===== config.mk =====
export PLATFORM = sky130hd
export DESIGN_NAME = led_seq_ctrl
export DESIGN_NICKNAME = d
export VERILOG_FILES = /design/src/rtl/led_seq_ctrl.sv
export SDC_FILE = /design/constraint.sdc
export NUM_CORES = 1
export LEC_CHECK = 0
export ABC_AREA = 1
export BUFFER_PORTS_ARGS = -buffer_cell sky130_fd_sc_hd__buf_4
export CAP_MARGIN = 5
export CORE_MARGIN = 5
export CORE_UTILIZATION = 27
export DETAILED_ROUTE_END_ITERATION = 8
export SLEW_MARGIN = 20
export SYNTH_ARGS = -nofsm -noshare
export SYNTH_HDL_FRONTEND = slang
export SYNTH_SLANG_ARGS = --single-unit

===== constraint.sdc =====
create_clock -name clk -period 2.9 [get_ports clk]
set_input_delay 0.145 -clock clk [delete_from_list [all_inputs] [get_ports clk]]
set_output_delay 0.145 -clock clk [all_outputs]
set_load 0.02 [all_outputs]

===== src/rtl/led_seq_ctrl.sv =====
// Passcode-gated LED sequencer: animates a pass/fail pattern on 1 Hz ticks, then shows user data or locks out.
// Optional feature macro: LED_SEQ_LOCKOUT_EN adds the consecutive-failure counter and the LOCKOUT state.
module led_seq_ctrl #(
    parameter logic [3:0]  PASSCODE      = 4'b1001,
    parameter int unsigned MAX_FAIL      = 3,
    parameter int unsigned LOCKOUT_TICKS = 10
) (
    input  logic       clk,
    input  logic       reset,
    input  logic       tick,
    input  logic [3:0] code,
    input  logic       code_valid,
    output logic       code_ready,
    input  logic [3:0] data_in,
    input  logic       relock,
    output logic [3:0] led,
    output logic       busy,
    output logic       unlocked,
    output logic       locked_out
);

    typedef enum logic [2:0] {
        IDLE     = 3'd0,
        PASS_SEQ = 3'd1,
        FAIL_SEQ = 3'd2,
        UNLOCKED = 3'd3,
        LOCKOUT  = 3'd4
    } state_e;

    state_e     state_q, state_d;
    logic [3:0] step_q, step_d;
    logic [3:0] led_q, led_d;

`ifdef LED_SEQ_LOCKOUT_EN
    localparam logic [2:0] FAIL_MAX = 3'(MAX_FAIL);
    localparam logic [3:0] LO_LAST  = 4'(LOCKOUT_TICKS - 1);
    logic [2:0] fail_q, fail_d;
    logic [3:0] tcnt_q, tcnt_d;
`else
    logic unused_cfg;
    assign unused_cfg = ^{MAX_FAIL[2:0], LOCKOUT_TICKS[3:0]};
`endif

    function automatic logic [3:0] pass_pat(input logic [3:0] s);
        case (s)
            4'd1, 4'd7: pass_pat = 4'b0001;
            4'd2, 4'd6: pass_pat = 4'b0010;
            4'd3, 4'd5: pass_pat = 4'b0100;
            4'd4:       pass_pat = 4'b1000;
            default:    pass_pat = 4'b0000;
        endcase
    endfunction

    // Odd steps light all LEDs, even steps blank them.
    function automatic logic [3:0] fail_pat(input logic [3:0] s);
        fail_pat = s[0] ? 4'b1111 : 4'b0000;
    endfunction

    always_comb begin
        state_d = state_q;
        step_d  = step_q;
        led_d   = 4'b0000;
`ifdef LED_SEQ_LOCKOUT_EN
        fail_d  = fail_q;
        tcnt_d  = tcnt_q;
`endif
        case (state_q)
            IDLE: begin
                if (code_valid) begin
                    step_d = 4'd0;
                    if (code == PASSCODE) begin
                        state_d = PASS_SEQ;
`ifdef LED_SEQ_LOCKOUT_EN
                        fail_d  = 3'd0;
`endif
                    end else begin
                        state_d = FAIL_SEQ;
`ifdef LED_SEQ_LOCKOUT_EN
                        fail_d  = (fail_q == FAIL_MAX) ? fail_q : fail_q + 3'd1;
`endif
                    end
                end
            end
            PASS_SEQ: begin
                led_d = pass_pat(step_q);
                if (tick) begin
                    if (step_q == 4'd8) begin
                        state_d = UNLOCKED;
                        step_d  = 4'd0;
                    end else begin
                        step_d  = step_q + 4'd1;
                    end
                end
            end
            FAIL_SEQ: begin
                led_d = fail_pat(step_q);
                if (tick) begin
                    if (step_q == 4'd6) begin
                        step_d  = 4'd0;
`ifdef LED_SEQ_LOCKOUT_EN
                        if (fail_q == FAIL_MAX) begin
                            state_d = LOCKOUT;
                            tcnt_d  = 4'd0;
                        end else begin
                            state_d = IDLE;
                        end
`else
                        state_d = IDLE;
`endif
                    end else begin
                        step_d  = step_q + 4'd1;
                    end
                end
            end
            UNLOCKED: begin
                // Relock blanks the LEDs on the same edge the state drops to IDLE.
                if (relock) begin
                    state_d = IDLE;
                end else begin
                    led_d   = data_in;
                end
            end
`ifdef LED_SEQ_LOCKOUT_EN
            LOCKOUT: begin
                led_d = 4'b1010;
                if (tick) begin
                    if (tcnt_q == LO_LAST) begin
                        state_d = IDLE;
                        fail_d  = 3'd0;
                        tcnt_d  = 4'd0;
                        led_d   = 4'b0000;
                    end else begin
                        tcnt_d  = tcnt_q + 4'd1;
                    end
                end
            end
`endif
            default: state_d = IDLE;
        endcase
    end

    always_ff @(posedge clk or negedge reset) begin
        if (!reset) begin
            state_q <= IDLE;
            step_q  <= 4'd0;
            led_q   <= 4'b0000;
`ifdef LED_SEQ_LOCKOUT_EN
            fail_q  <= 3'd0;
            tcnt_q  <= 4'd0;
`endif
        end else begin
            state_q <= state_d;
            step_q  <= step_d;
            led_q   <= led_d;
`ifdef LED_SEQ_LOCKOUT_EN
            fail_q  <= fail_d;
            tcnt_q  <= tcnt_d;
`endif
        end
    end

    assign led        = led_q;
    assign code_ready = (state_q == IDLE);
    assign unlocked   = (state_q == UNLOCKED);
`ifdef LED_SEQ_LOCKOUT_EN
    assign busy       = (state_q == PASS_SEQ) || (state_q == FAIL_SEQ) || (state_q == LOCKOUT);
    assign locked_out = (state_q == LOCKOUT);
`else
    assign busy       = (state_q == PASS_SEQ) || (state_q == FAIL_SEQ);
    assign locked_out = 1'b0;
`endif

endmodule


After elaboration in Yosys (flattened, before gate mapping)
Cells that the tools add are included.
{"block": "totals", "ff_bits": 11, "wordCells": 48}
{"block": "classes", "add_sub_neg": 1, "eq_ne": 18, "muxes": 18, "reduce_logical": 8}
{"operator": "$mux W4", "count": 7}
{"operator": "$pmux W4 S3", "count": 2}
{"operator": "$mux W3", "count": 6}
{"operator": "$eq A4 B3 Y1 const B", "count": 4}
{"operator": "$pmux W4 S4", "count": 1}
{"operator": "$ne A2 B2 Y1 const B", "count": 6}
{"operator": "$pmux W3 S4", "count": 1}
{"operator": "$eq A4 B2 Y1 const B", "count": 2}
{"operator": "$eq A4 B4 Y1 const B", "count": 2}
{"operator": "$eq A3 B2 Y1 const B", "count": 2}
{"operator": "$reduce_and A6 Y1", "count": 1}
{"operator": "$reduce_or A2 Y1", "count": 3}
{"operator": "$add A4 B1 Y4 const B", "count": 1}
{"operator": "$eq A4 B1 Y1 const B", "count": 1}
{"operator": "$reduce_and A4 Y1", "count": 1}
{"operator": "$eq A3 B1 Y1 const B", "count": 1}
{"operator": "$logic_not A3 Y1", "count": 1}
{"operator": "$reduce_bool A3 Y1", "count": 1}
{"operator": "$mux W2", "count": 1}
{"operator": "$logic_or A1 B1 Y1", "count": 1}

Logic depth before layout (Yosys ltp)
Gate-level depths: netlist (run 1).
{"block": "depth", "ltp_word": 4, "mapped_depth": 9, "depth_no_buf": 9}

Worst setup path before layout (run 1)
No wires, ideal clock.
{"block": "synth_timing", "path_kind": "reg2reg", "startpoint": "register state_q[0]", "endpoint": "register step_q[2]", "setup_ps": 121, "arrival_time_ps": 1320, "setup_slack_ps": 1459, "path_stages_with_launch": 7, "path_buffers": 0, "path_cell_list": "dfrtp_1 > inv_1 > ha_1 > a21oi_2 > nand2_2 > a21oi_1 > nor2_1"}
{"block": "synth_via", "elab_chain_cells": 3, "word_cells_on_any_way": 9, "cone_classes": "eq/ne (5); mux (1); reduce/logical (3)"}
{"element": "from (decl)", "line_no": "30", "rtl": "state_e state_q, state_d;"}
{"element": "from (signal assigned)", "line_no": "152", "rtl": "state_q <= state_d;"}
{"element": "$logic_not A3 Y1 *"}
{"element": "via code_ready", "line_no": "13", "rtl": "output logic code_ready,"}
{"element": "$ne A2 B2 Y1 (no line) or $reduce_bool A3 Y1 (tied branches)"}
{"element": "$reduce_and A4 Y1 (no line)"}
{"element": "to (signal assigned)", "line_no": "153", "rtl": "step_q <= step_d;"}
{"element": "to (decl)", "line_no": "31", "rtl": "logic [3:0] step_q, step_d;"}
The timed path passes the listed nets; every way through them passes the cells marked *.
A chain may end at the register's enable or synchronous reset.

Worst setup path in the final report (run 1)
{"block": "layout_timing", "startpoint": "register state_q[1]", "endpoint": "register state_q[1]"}
{"block": "layout_via", "elab_chain_cells": 3, "word_cells_on_any_way": 12, "cone_classes": "eq/ne (9); mux (1); reduce/logical (2)"}
{"element": "$eq A3 B2 Y1 (tied with other cells)", "line_no": "67", "rtl": "case (state_q)"}
{"element": "$ne A2 B2 Y1 (no line)"}
{"element": "$reduce_and A6 Y1 (no line)"}
Several ways; a longest one is shown, not always the timed one.

==> flow_summary.toml, run 1 <==
[setup_path]
crit_path_max_fanout = 8
criticalPathCategory = "flop to flop"
crit_path_end_kind = "flop"
crit_required_ns = 3.06
worstSetupStartpointType = "flop"
timing.rr.start = "state_q[1]"
critPathArrivalTime_ns = 1.69
crit_start = "state_q[1]"

[final_layout]
diodes = 0
layout.nets = 149
area_delta_synth_final_pct = 25.6
drive_above_1_share = 0.246

[floorplan]
initial_core_util = 0.279
fp.dieArea_um2 = 3980
dieWidth_um = 63.1
fp.coreArea_um2 = 2730
ioPinCount = 21
die_height_um = 63.1
rows = 19

[synthesis]
ys_top_cells_by_count = "nand2_1 (35), inv_1 (12), nand3_1 (11), dfrtp_1 (10), ha_1 (8)"
synthCells = 105
yosysTopAreaCell = "dfrtp_1"
synth_fp_nets = 126
synth.most_common_cell = "nand2_1"
yosys_warnings = 0
async_flop_share = 1.00
synth_top_area_frac = 0.328
ys_ff_latch = 10
syn_area_um2 = 762
synth_flop_cell = "dfrtp_1"
ys_seq_area_frac = 0.328
synth_edf_count = 0
syn_avg_cell_area_um2 = 7.26
synth_cell_types = 20
synth.area.top_cells = "dfrtp_1 (33%), nand2_1 (17%), ha_1 (13%)"

[drt]
wl_met1_um = 803
routedWlPerCell_um = 11.6
wl_met3_um = 101
vias = 714
maxUsedRoutingLayer = "met4"
ant_nets = 0
vias_per_cell = 4.55
drc = 0
drt_wl_total_um = 1820
first_iter_violations = 43
wl_met2_um = 893
dr.pass1.iters = 4

[pwr]
swShare = 0.486
seqPwrFrac = 0.261
p_comb_frac = 0.608
clkPwrFrac = 0.131
intPower_w = 0.000386
peakVddDrop_mv = 0.383
finalPower_w = 0.000751
power_density_nw_per_um2 = 785
power_switching_w = 0.000365
leakage_nw = 0.509

[timing]
fmax_mhz = 651
period_share = 0.530
setup_tns_ns = 0
setup_viol = 0
min_period_ns = 1.54
drv_slew = 0
hold_violations = 0
rsz0062_at_grt = "no"
clock_skew_ns = 0.00605

[status]
status = "finished, final reports clean"

[placed_design]
gp_congestion = 0.793
hpwl_um = 1460
io_buffers = 19

[worst_hold_path]
min-delay-start = "data_in[3]"
worstHoldPathType = "input pin to flop"

[clock_tree]
cts_tree = "yes"
htreeDepth = 1
cts_buffer_depth = 2
cts_root_buf = "clkbuf_4"
cts_resized = 0
clock-sinks = 10
numCtsBuffers = 3
path_clk_slew_ns = 0.07
clk_latency_ns = 0.27

[global_route]
grt_usage = 0.0954
antenna_found_initial = 0
grt_pass1_wl_um = 3020
grt_pass1_vias = 711
grt_overflow = 0
grt_start_max_net_pins = 11

[job]
cap_violations = 0
[worst max-delay path, cell delays in order, from the launching register on]
cell and delay (ns):
dfrtp_1 0.40, inv_1 0.08, ha_1 0.30, o21ai_4 0.27, nand2_2 0.09, nor2_4 0.12
nand2_2 0.07, nand2_1 0.05, nand2_1 0.05
[stage by stage]
step | cell area (um^2) | utilization | worst slack (ns) | std cells | hold WS, ns
2_1_floorplan | 762 | - | 1.46 | 105 | -0.151
3_3_place_gp | 925 | 0.338 | 1.43 | 153 | -0.0175
3_5_place_dp | 925 | 0.338 | 1.35 | 153 | -0.0134
4_1_cts | 957 | 0.350 | 1.36 | 157 | 0.150
5_1_grt | 957 | 0.350 | 1.19 | 157 | 0.165
6_report | 957 | 0.350 | 1.36 | 157 | 0.144
[per-layer routing]
layer,GRT usage,vias to the layer above
met2,0.154,17
met1,0.112,322
li1,-,372
met3,0.0249,3
met5,0,-
met4,0.0584,0
[registers in the layout, summed over array words and instances, names as in the netlist]
| register | count |
|---|---|
| led | 4 |
| step_q | 4 |
| state_q | 2 |
[layout by cell type, fill, tap and decap left out]
| cell type | Yosys | layout |
|---|---|---|
| nand2_2 | 3 | 3 |
| dlygate4sd3_1 | 0 | 1 |
| nor2_1 | 7 | 7 |
| nor2_2 | 1 | 1 |
| buf_4 | 1 | 19 |
| o21ai_0 | 1 | 1 |
| conb_1 | 1 | 1 |
| o21ai_4 | 1 | 1 |
| nand3_1 | 11 | 11 |
| inv_1 | 12 | 12 |
| nor2_4 | 1 | 1 |
| clkbuf_4 | 0 | 3 |
| nand2_1 | 35 | 35 |
| a21oi_2 | 1 | 1 |
| dfrtp_1 | 10 | 10 |
| nand4_1 | 3 | 3 |
| a31oi_1 | 3 | 3 |
| a21oi_1 | 1 | 1 |
| nand3b_1 | 2 | 2 |
| inv_2 | 2 | 2 |
| ha_1 | 8 | 8 |
[worst paths after layout]
path                         endpoint  cells past startpoint  slack (ns)
setup / recovery           state_q[1]                      8        1.36
hold / removal                 led[3]                      3        0.14
setup reg to reg           state_q[1]                      8        1.36
hold reg to reg            state_q[0]                      2        0.54
max in group asynchronous  state_q[0]                      2        2.51
min in group asynchronous   step_q[3]                      2        0.24
[power groups by stage]
| stage | Combinational [W] | Clock (W) | Sequential [W] |
|---|---|---|---|
| 2_1_floorplan | 0.000329 | 0 | 0.000202 |
| 3_3_place_gp | 0.000452 | 0 | 0.000196 |
| 3_5_place_dp | 0.000460 | 0 | 0.000199 |
| 4_1_cts | 0.000462 | 0.0000985 | 0.000197 |
| 5_1_grt | 0.000508 | 0.000109 | 0.000201 |
| 6_report | 0.000456 | 0.0000984 | 0.000196 |
[kinds of logic (layout without fill, tap and decap cells)]
kind of cell,after synthesis,count (layout),synth area share
fa+ha+maj,8,8,0.131
compound gates,7,7,0.0706
flops,10,10,0.328
other cells,1,1,0.00492
simple gates,63,63,0.371
buf+inv,16,37,0.0936
[cell type report]
cell class	instances	area, um^2
flip-flops and latches	10	250
clock buffers	3	22.5
well taps	31	38.8
multi-input cells	79	440
inverters	14	52.6
repair buffers	20	153
fillers	284	1780
[repair_timing]
| item | 4_1_cts | 5_1_grt |
|---|---|---|
| hold endpoints to repair | 10 | 0 |
| setup buffers | 0 | 0 |
| hold buffers | 1 | 0 |
No activity file was read; power rests on OpenSTA's default activity.
==> run 2, diff against run 1 <==
==> constraint.sdc (replaced) <==
create_clock -name clk -period 1.5 [get_ports clk]
set_input_delay 0.075 -clock clk [delete_from_list [all_inputs] [get_ports clk]]
set_output_delay 0.075 -clock clk [all_outputs]
set_load 0.02 [all_outputs]
==> flow_summary.toml, run 2 (synthesis gave the netlist of run 1 again) <==
[final_layout]
layout_common_cells = "nand2_1 (35), buf_4 (27), nand3_1 (11)"
final_core_util = 0.384
area_delta_synth_final_pct = 37.6
layout.nets = 157
final_common_cell = "nand2_1"
drive_above_1_share = 0.343
diodes = 0

[pwr]
leakage_nw = 0.545
clkPwrFrac = 0.117
power_density_nw_per_um2 = 1600
seqPwrFrac = 0.228
power_switching_w = 0.000763
swShare = 0.456
intPower_w = 0.000912
p_comb_frac = 0.655
peakVddDrop_mv = 0.923

[timing]
drv_slew = 0
setup_viol = 0
fmax_mhz = 712
period_share = 0.937
hold_violations = 0
setup_slack_ns = 0.0952
clock_skew_ns = 0.00232
min_period_ns = 1.40
setup_tns_ns = 0
rsz0062_at_grt = "no"

[placed_design]
hpwl_um = 1460
io_buffers = 19
gp_congestion = 0.806
place_ws_ns = 0.0555

[drt]
ant_nets = 0
vias = 771
drt_wl_total_um = 1850
routedWlPerCell_um = 11.2
drc = 0
vias_per_cell = 4.67
first_iter_violations = 29
dr.pass1.iters = 4

[setup_path]
criticalPathCategory = "flop to flop"
crit_path_end_kind = "flop"
crit_required_ns = 1.67
critPathArrivalTime_ns = 1.57
crit_path_max_fanout = 4
worstSetupStartpointType = "flop"

[floorplan]
die_height_um = 63.1
initial_core_util = 0.279
rows = 19
fp.dieArea_um2 = 3980
ioPinCount = 21
fp.coreArea_um2 = 2730
dieWidth_um = 63.1

[clock_tree]
cts_buffer_depth = 2
htreeDepth = 1
cts_tree = "yes"
clock-sinks = 10
numCtsBuffers = 3
clk_latency_ns = 0.27
path_clk_slew_ns = 0.07
cts_root_buf = "clkbuf_4"

[status]
status = "finished, final reports clean"

[global_route]
grt_start_max_net_pins = 11
grt_overflow = 0
antenna_found_initial = 0
grt_pass1_vias = 744
grt_usage = 0.103
grt_pass1_wl_um = 3310

[job]
cap_violations = 0

[worst_hold_path]
worstHoldPathType = "input pin to flop"
-- run 2: cell count changes in the layout (fill, tap and decap cells not counted), sizes merged --
cell / before / now
buf: 19 / 27
-- run 2: stage by stage --
| stage | total power [W] | hold slack (ns) | std cells | area, um^2 |
|---|---|---|---|---|
| detailed placement | 0.00135 | -0.0817 | 158 | 962 |
| floorplan | 0.00103 | -0.221 | 105 | 762 |
| CTS | 0.00154 | 0.0650 | 162 | 995 |
| global route | 0.00185 | 0.0761 | 165 | 1050 |
| global placement | 0.00133 | -0.0843 | 158 | 962 |
| finish | 0.00168 | 0.0608 | 165 | 1050 |
-- run 2: layout make-up --
type,instances,area (um^2)
tap,31,38.8
inverter,14,52.6
fill,266,1690
timing repair buffer,28,213
sequential,10,251
multi-input combinational,79,470
clock buffer,3,22.5
-- run 2: worst max-delay path, stage by stage, from the launching register on --
cell     delay, ns
dfrtp_2       0.45
inv_2         0.09
ha_2          0.22
buf_4         0.13
nand2_1       0.05
nand2_1       0.12
inv_1         0.09
nand3_1       0.09
nand2_1       0.05
-- run 2: final timing paths --
check / slack [ns] / cells after the start / startpoint / endpoint
worst max-delay path: 0.1 / 8 / state_q[1] / state_q[0]
worst min-delay path: 0.06 / 3 / data_in[3] / led[3]
worst max register to register: 0.1 / 8 / state_q[1] / state_q[0]
worst min register to register: 0.57 / 2 / state_q[1] / state_q[1]
max in group asynchronous: 1.17 / 2 / reset / state_q[1]
min in group asynchronous: 0.17 / 2 / reset / step_q[3]
-- run 2: per-layer routing --
metal,share of wire,up-vias,global-route usage
met5,0,-,0
met2,0.49,19,0.163
met4,0.015,0,0.0557
li1,-,389,-
met1,0.45,360,0.129
met3,0.043,3,0.0213
-- run 2: repair_timing --
item                                   4_1_cts  5_1_grt
hold buffers                                 1        0
resized for setup                            0        9
buffers inserted                             0        3
endpoints found under the hold margin       10        0
setup endpoints to repair                    0        6
-- run 2: power groups by stage --
| stage | clock [W] | sequential [W] | combinational, W |
|---|---|---|---|
| 2_1_floorplan | 0 | 0.000391 | 0.000636 |
| 5_1_grt | 0.000218 | 0.000389 | 0.00124 |
| 4_1_cts | 0.000198 | 0.000370 | 0.000977 |
| 3_3_place_gp | 0 | 0.000372 | 0.000960 |
| 6_report | 0.000196 | 0.000382 | 0.00110 |
| 3_5_place_dp | 0 | 0.000376 | 0.000969 |
